File: src/rtl/seq_ctrl_pkg.sv
// Shared definitions for the programmable sequence-detector controller:
// FSM state encodings, default widths and pattern-length clamp limits.
package seq_ctrl_pkg;

   localparam int PAT_W_DEF = 8;
   localparam int LEN_W_DEF = 4;
   localparam int CNT_W_DEF = 8;

   // Shortest legal pattern; a programmed length of zero is raised to this.
   localparam int LEN_MIN   = 1;

   typedef enum logic [1:0] {
      ST_IDLE = 2'd0,
      ST_RUN  = 2'd1,
      ST_DONE = 2'd2
   } state_t;

endpackage

File: src/rtl/seq_match_core.sv
// Serial match engine: shifts accepted bits into a history register, tracks
// how many valid bits are held (saturating at the pattern length) and flags
// a match when the newest len bits equal the low len bits of the pattern.
module seq_match_core #(
   parameter int PAT_W = 8,
   parameter int LEN_W = 4
) (
   input  logic             clk,
   input  logic             rst,
   input  logic             shift_en,
   input  logic             clear,
   input  logic             x,
   input  logic [LEN_W-1:0] len,
   input  logic [PAT_W-1:0] pattern,
   input  logic             overlap,
   output logic             match
);

   logic [PAT_W-1:0] history;
   logic [LEN_W-1:0] fill;
   logic [PAT_W-1:0] hist_next;
   logic [LEN_W-1:0] fill_next;
   logic [PAT_W-1:0] mask;

   // Mask selecting the low len bits of history and pattern.
   function automatic logic [PAT_W-1:0] len_mask(input logic [LEN_W-1:0] l);
      logic [PAT_W-1:0] m;
      m = '0;
      for (int i = 0; i < PAT_W; i++) begin
         m[i] = (LEN_W'(i) < l);
      end
      return m;
   endfunction

   // Next history/fill and the match decision, all based on the updated values.
   always_comb begin
      hist_next = {history[PAT_W-2:0], x};
      fill_next = (fill < len) ? fill + 1'b1 : len;
      mask      = len_mask(len);
      match     = shift_en && (fill_next == len) &&
                  ((hist_next & mask) == (pattern & mask));
   end

   // History/fill update; a non-overlapping match restarts the fill count.
   always_ff @(posedge clk or negedge rst) begin
      if (!rst) begin
         history <= '0;
         fill    <= '0;
      end else if (clear) begin
         history <= '0;
         fill    <= '0;
      end else if (shift_en) begin
         history <= hist_next;
         fill    <= (match && !overlap) ? '0 : fill_next;
      end
   end

endmodule

File: src/rtl/seq_detect_ctrl.sv
// Run-time programmable serial sequence-detector controller. Holds the loaded
// pattern configuration, sequences one frame of frame_len accepted bits through
// the match core, pulses y per match, counts matches and pulses done at the end.
module seq_detect_ctrl
   import seq_ctrl_pkg::*;
#(
   parameter int PAT_W = PAT_W_DEF,
   parameter int LEN_W = LEN_W_DEF,
   parameter int CNT_W = CNT_W_DEF
) (
   input  logic             clk,
   input  logic             rst,
   input  logic             cfg_we,
   input  logic [PAT_W-1:0] cfg_pattern,
   input  logic [LEN_W-1:0] cfg_len,
   input  logic             cfg_overlap,
   input  logic             start,
   input  logic [CNT_W-1:0] frame_len,
   input  logic             x,
   input  logic             x_valid,
   output logic             x_ready,
   output logic             y,
   output logic             busy,
   output logic             done,
   output logic [CNT_W-1:0] match_count,
   output logic [1:0]       state
);

   localparam logic [LEN_W-1:0] LEN_MAX = LEN_W'(PAT_W);

   state_t           state_q;
   logic [PAT_W-1:0] pattern_q;
   logic [LEN_W-1:0] len_q;
   logic             overlap_q;
   logic [CNT_W-1:0] frame_q;
   logic [CNT_W-1:0] bit_cnt;
   logic [CNT_W-1:0] bit_nxt;
   logic             accept;
   logic             clear;
   logic             match;

   // Lengths outside 1..PAT_W are pulled to the nearest legal value at load.
   function automatic logic [LEN_W-1:0] clamp_len(input logic [LEN_W-1:0] l);
      if (l == '0)
         return LEN_W'(LEN_MIN);
      else if (l > LEN_MAX)
         return LEN_MAX;
      else
         return l;
   endfunction

   // Handshake and frame-start strobes feeding the match core.
   always_comb begin
      accept  = x_valid && x_ready;
      clear   = (state_q == ST_IDLE) && start && (frame_len != '0);
      bit_nxt = bit_cnt + 1'b1;
   end

   seq_match_core #(
      .PAT_W (PAT_W),
      .LEN_W (LEN_W)
   ) u_core (
      .clk      (clk),
      .rst      (rst),
      .shift_en (accept),
      .clear    (clear),
      .x        (x),
      .len      (len_q),
      .pattern  (pattern_q),
      .overlap  (overlap_q),
      .match    (match)
   );

   // Controller FSM with config, counters and registered outputs.
   always_ff @(posedge clk or negedge rst) begin
      if (!rst) begin
         state_q     <= ST_IDLE;
         pattern_q   <= '0;
         len_q       <= LEN_W'(LEN_MIN);
         overlap_q   <= 1'b1;
         frame_q     <= '0;
         bit_cnt     <= '0;
         match_count <= '0;
         y           <= 1'b0;
         done        <= 1'b0;
         busy        <= 1'b0;
         x_ready     <= 1'b0;
      end else begin
         y    <= 1'b0;
         done <= 1'b0;
         case (state_q)
            ST_IDLE: begin
               if (cfg_we) begin
                  pattern_q <= cfg_pattern;
                  len_q     <= clamp_len(cfg_len);
                  overlap_q <= cfg_overlap;
               end
               if (start) begin
                  match_count <= '0;
                  if (frame_len != '0) begin
                     state_q <= ST_RUN;
                     frame_q <= frame_len;
                     bit_cnt <= '0;
                     busy    <= 1'b1;
                     x_ready <= 1'b1;
                  end else begin
                     state_q <= ST_DONE;
                     done    <= 1'b1;
                  end
               end
            end
            ST_RUN: begin
               if (accept) begin
                  bit_cnt <= bit_nxt;
                  if (match) begin
                     y           <= 1'b1;
                     match_count <= match_count + 1'b1;
                  end
                  if (bit_nxt == frame_q) begin
                     state_q <= ST_DONE;
                     done    <= 1'b1;
                     busy    <= 1'b0;
                     x_ready <= 1'b0;
                  end
               end
            end
            ST_DONE: begin
               state_q <= ST_IDLE;
            end
            default: begin
               state_q <= ST_IDLE;
               busy    <= 1'b0;
               x_ready <= 1'b0;
            end
         endcase
      end
   end

   assign state = state_q;

endmodule

File: config.mk
export PLATFORM = sky130hd
export DESIGN_NAME = seq_detect_ctrl
export DESIGN_NICKNAME = d
export VERILOG_FILES = /design/src/rtl/seq_ctrl_pkg.sv /design/src/rtl/seq_match_core.sv /design/src/rtl/seq_detect_ctrl.sv
export SDC_FILE = /design/constraint.sdc
export NUM_CORES = 1
export LEC_CHECK = 0
export ABC_CLOCK_PERIOD_IN_PS = 2250
export CORE_AREA = 5 5 143 77
export DETAILED_ROUTE_END_ITERATION = 12
export DIE_AREA = 0 0 148 82
export PLACE_DENSITY_LB_ADDON = 0.12
export SLEW_MARGIN = 0
export SYNTH_ARGS = -nofsm -noshare
export SYNTH_HDL_FRONTEND = slang
export SYNTH_SLANG_ARGS = --single-unit
File: constraint.sdc
create_clock -name clk -period 2.25 [get_ports clk]
set_input_delay 0.3375 -clock clk [delete_from_list [all_inputs] [get_ports clk]]
set_output_delay 0.3375 -clock clk [all_outputs]
set_load 0.01 [all_outputs]
# Word level (Yosys, flattened, before mapping)
# Cells that the tools add are included.
# Widths: inputs -> output; s select.
[classes]
add_sub_neg = 3
n_lt_le_gt_ge = 10
eq_ne = 10
mux = 34
bitwise_logic = 3
n_reduce_logical = 18
[op_table]
columns = ["op", "n"]
rows = [
  ["$mux 8", 6],
  ["$pmux 8 s2", 2],
  ["$mux 4", 6],
  ["$add 8x1->8 const B", 2],
  ["$and 8x8->8", 2],
  ["$eq 8x8->1", 2],
  ["$lt 3x4->1 const A", 4],
  ["$mux 7", 2],
  ["$mux 1", 11],
  ["$lt 1x4->1 const A", 2],
  ["$lt 2x4->1 const A", 2],
  ["$mux 2", 4],
  ["$reduce_and 4->1", 2],
  ["$reduce_bool 8->1", 1],
  ["$logic_and 1x1->1", 6],
  ["$ne 2x1->1 const B", 3],
  ["$reduce_and 3->1", 2],
  ["$reduce_and 5->1", 1],
  ["$add 4x1->4 const B", 1],
  ["$eq 4x4->1", 1],
  ["$gt 4x4->1 const B", 1],
  ["$logic_not 4->1", 1],
  ["$lt 4x4->1", 1],
  ["$ne 2x2->1 const B", 2],
  ["other kinds (10)", 11],
]
[totals]
ff_bits = 53
output_inout_bits = 14
word_cells = 90

# Longest topological paths before layout
[logic_depth]
word_depth = 9
mapped_depth = 8

# Modules after synthesis
# Synthesis repeated with hierarchy kept, for this count alone.
[hier_totals]
hier_cells = 282
area_unflattened_um2 = 2949.1
[by_module_without_submodules]
columns = ["mod", "n_inst", "cells_each", "area_per_inst_um2", "seq_area_each_um2"]
rows = [
  ["seq_detect_ctrl", 1, 191, 2083.2, 1053.5],
  ["seq_match_core", 1, 91, 865.8, 275.3],
]

# Worst setup path after synthesis
# No wires, ideal clock.
[synth_timing]
path_type = "register to register"
from = "register len_q[1]"
to = "register match_count[4]"
setup_ns = 0.126
t_arrival_ns = 1.977
required_ns = 2.124
path_slack_ns = 0.147
stages_incl_launch_ff = 8
path_buffers = 0
period_less_slack_ns = 2.103
cell_sequence = "dfrtp_1 inv_1 ha_1 a21oi_1 o21ai_1 o221ai_2 a21o_1 a221o_1"
[synth_via]
elab_chain_len = 7
word_cells_on_any_way = 18
classes_between = "9 x order compare; 3 x eq/ne; 1 x mux; 2 x bitwise; 3 x reduce/logical"
[synth_lines]
columns = ["element", "line_no", "source"]
rows = [
  ["start: declaration", "seq_detect_ctrl.sv:33", "logic [LEN_W-1:0] len_q;"],
  ["start signal: assignment", "seq_detect_ctrl.sv:79", "len_q <= LEN_W'(LEN_MIN);"],
  ["start signal: assignment", "seq_detect_ctrl.sv:95", "len_q <= clamp_len(cfg_len);"],
  ["$lt 4x4->1", "seq_match_core.sv:38", "fill_next = (fill < len) ? fill + 1'b1 : len;"],
  ["$mux 4", "seq_match_core.sv:38", ""],
  ["$eq 4x4->1", "seq_match_core.sv:40", "match = shift_en && (fill_next == len) &&"],
  ["$logic_and 1x1->1", "seq_match_core.sv:40", ""],
  ["$logic_and 1x1->1 (*)", "seq_match_core.sv:40", ""],
  ["$ne 2x1->1 (no line) (*)", "--", ""],
  ["$reduce_and 4->1 (no line) (*)", "--", ""],
  ["end signal: assignment", "seq_detect_ctrl.sv:117", "match_count <= match_count + 1'b1;"],
  ["end: declaration", "seq_detect_ctrl.sv:25", "output logic [CNT_W-1:0] match_count,"],
]
# Mark *: on every way between the ends. The rest lies on a longest branch, timed or not.
# A chain may end at the register's enable or synchronous reset.

# Worst setup path in the final report
[layout_timing]
from = "register u_core.history[0]"
to = "register match_count[7]"
[layout_via]
elab_chain_len = 5
[layout_lines]
columns = ["element", "line_no", "source"]
rows = [
  ["start: declaration", "seq_match_core.sv:19", "logic [PAT_W-1:0] history;"],
  ["start signal: assignment", "seq_match_core.sv:53", "history <= hist_next;"],
  ["$and 8x8->8", "seq_match_core.sv:41", "((hist_next & mask) == (pattern & mask));"],
  ["$eq 8x8->1", "seq_match_core.sv:41", ""],
  ["$logic_and 1x1->1", "seq_match_core.sv:40", ""],
  ["$ne 2x1->1 (no line)", "--", ""],
  ["$reduce_and 4->1 (no line)", "--", ""],
]
# No other way between the ends.

==> key figures <==
Outcome
  • Status: finished clean

Yosys
  • Yosys warning total: 0
  • Mapped Area: 2794 um^2
  • Ys async rst share: 1.000
  • Flip-flop and latch count after synthesis: 53
  • Top-area cell type share of the netlist area: 0.4568
  • Syn Nets: 312
  • Area leader, netlist: dfrtp_1
  • Synth area leaders: dfrtp_1 46%, mux2_2 7.3%, nand2_1 6.0%
  • Number of synthesized flops with an enable pin: 0
  • Synth unique cells: 44
  • Mean Syn Cell Area: 10.01 um^2
  • Syn Inst Count: 279
  • Most used DFF post-synth: dfrtp_1
  • Register area share after synthesis: 0.4756

Setup path
  • Slowest cell on the critical path: a2111oi_2
  • CP Class: reg -> reg
  • Cell family with the largest share of critical-path delay: compound AO/OA/AOI/OAI gates
  • Worst Path Max Fanout: 6
  • Worst path cell trace: xnor2_1, o21ai_1, a2111oi_2, o221ai_4, a21o_4, a221o_1
  • Crit end category: register
  • Buffers plus inverters on the worst setup path: 0
  • Slowest stage delay, CP: 0.48 ns
  • Crit path launch type: register
  • Critical path arrival: 2.33 ns
  • Worst EP required: 2.43 ns

Finish
  • # fillers: 968
  • Area of the multi-input gates: 1449 um^2
  • Most common cell after layout, fill and taps aside: dfrtp_1
  • Commonest non-fill, non-tap cells in the layout: 49 x dfrtp_1, 45 x nand2_1, 39 x clkdlybuf4s50_1, 21 x buf_4
  • Area growth syn-to-layout: 31.89%
  • N_diodes: 0
  • Final net count: 371
  • Fraction of layout cells with a size suffix above 1: 0.2065
  • Non-filler cells, final: 465
  • Register Area: 1331 um^2

Floorplanning
  • Die X: 148 um
  • Initial Util: 0.2872
  • Die height: 82 um
  • Top Ports: 41
  • Die area: 12,140 um^2
  • Core ar.: 9727 um^2
  • Rows: 26

Placement
  • Dpl cells: 456
  • RePlAce Congestion: 0.8507
  • HPWL after detailed placement: 5.823 mm
  • Port Buf Inserts: 40

Routing
  • Via count: 2,191
  • Routed WL: 7.633 mm
  • Drt initial violations: 189
  • Post-route ant nets: 0
  • Vias per std cell: 4.712
  • WL per Instance: 16.42 um
  • # DRC: 0
  • Initial DRT Pass Iterations: 4

Timing
  • Fmax: 464.4 MHz
  • Slew HR: 0.5541
  • Hold Vio Cnt, Final: 0
  • Fin crit period: 2.153 ns
  • Slew @ Worst Pin: 0.6672 ns
  • Worst Hold Slack: 0.5041 ns
  • Post-route clock period utilization: 0.9570
  • Max Clock Skew: 0.007522 ns
  • Final Max Tran Viols: 0
  • Final setup viols: 0

Clock tree
  • CTS root buf: clkbuf_16
  • Cts bufs inserted: 5
  • Reg clk slew, reported paths: 0.07 ns
  • Post-CTS Setup Repair Bufs: 0
  • CTS sink cnt: 53
  • CTS tree: yes
  • Max Root-Sink Buffers: 2
  • H-tree Lvls: 2
  • Worst-Skew Late Latency: 0.29 ns

Power and ir drop
  • P per Cell Area: 1204 nW/um^2
  • Pleak: 1.555 nW
  • Maximum VDD drop: 418.8 uV

Global route
  • Global-route wire length before repair: 12.49 mm
  • Via count of the first global-routing pass: 2,251
  • Gr usage total: 0.1344
  • Initial antenna violation count: 0
  • GR Overflow Total: 0
  • Largest net degree at the start of global routing: 21

Hold path
  • Worst Hold Class: in -> async

Flow run
  • Max Cap Violations: 0
-- cells in the mapped netlist, drive strengths merged, types with 4 or more instances --
cell	instances
nor4	6
ha	6
a221o	4
clkbuf	7
a22o	4
buf	5
nand3	11
o21ai	21
nand2	45
nand2b	6
xor2	12
a21oi	11
inv	5
dfrtp	51
nor3	4
mux2	18
nor2	15
xnor2	17
-- cells by family (layout without fill, tap and decap cells) --
kind of cell,Yosys count,count (layout),synth area share
multiplexers,20,20,0.07971
AND/OR/NAND/NOR,100,100,0.1729
AO/OA/AOI/OAI,54,54,0.1267
buffers and inverters,17,77,0.02732
flip-flops,53,53,0.4756
XOR/XNOR,29,29,0.09091
adder cells (fa/ha/maj),6,6,0.02687
-- flip-flops by register name, summed over array words and instances, names as in the netlist --
| register | cells |
|---|---|
| busy | 1 |
| done | 1 |
| len_q | 4 |
| bit_cnt | 8 |
| overlap_q | 1 |
| pattern_q | 8 |
| u_core.history | 7 |
| match_count | 8 |
| frame_q | 8 |
| u_core.fill | 4 |
| state | 2 |
| y | 1 |
-- final cells by class --
cell class	instances	share of cell area
Clock buffer	5	0.03396
Clock inverter	3	0.004754
Inverter	5	0.005093
Multi-Input combinational cell	209	0.3932
Sequential cell	53	0.3613
Tap cell	126	0.04278
Timing Repair Buffer	64	0.1589
-- stage by stage --
stage	TNS (ns)	setup WS (ns)	power, W	utilization	area, um^2
after floorplan	0	0.1471	0.002793	-	2794
after global placement	-1.086	-0.1632	0.003525	0.3559	3462
after detailed placement	-1.264	-0.1821	0.003532	0.3559	3462
after CTS	0	0.03603	0.004335	0.3718	3616
after global routing	-0.02496	-0.01478	0.004781	0.3788	3685
final	0	0.09665	0.004436	0.3788	3685
-- per-layer routing --
layer / share of wire / track usage / vias to the layer above
met4: 0.0055 / 0.02212 / 0
met1: 0.60 / 0.2211 / 1044
met5: 0 / 0 / -
met2: 0.35 / 0.1655 / 39
met3: 0.049 / 0.04024 / 4
li1: - / - / 1104
-- power by group --
part	total [W]	internal, W	switching [W]
sequential	0.00169	0.00129	0.000403
clock	0.000771	0.000409	0.000361
combinational	0.00197	0.00101	0.000960
-- timing repair --
action	CTS	global route
endpoints found under the hold margin	16	0
gates resized for setup	1	13
hold buffers	1	0
pin swaps	0	5
setup endpoints to repair	2	8
-- path summary, 6_finish.rpt --
path / startpoint / to / slack (ns) / depth (start not counted)
setup / recovery: u_core.history[0] / match_count[7] / 0.1 / 6
hold / removal: rst / match_count[2] / 0.50 / 2
min in group clk: bit_cnt[7] / bit_cnt[7] / 0.52 / 2
hold reg to reg: bit_cnt[7] / bit_cnt[7] / 0.52 / 2
max in group asynchronous: rst / len_q[0] / 1.09 / 3
setup reg to reg: u_core.history[0] / match_count[7] / 0.1 / 6
Power figures use the tool's default switching activity.
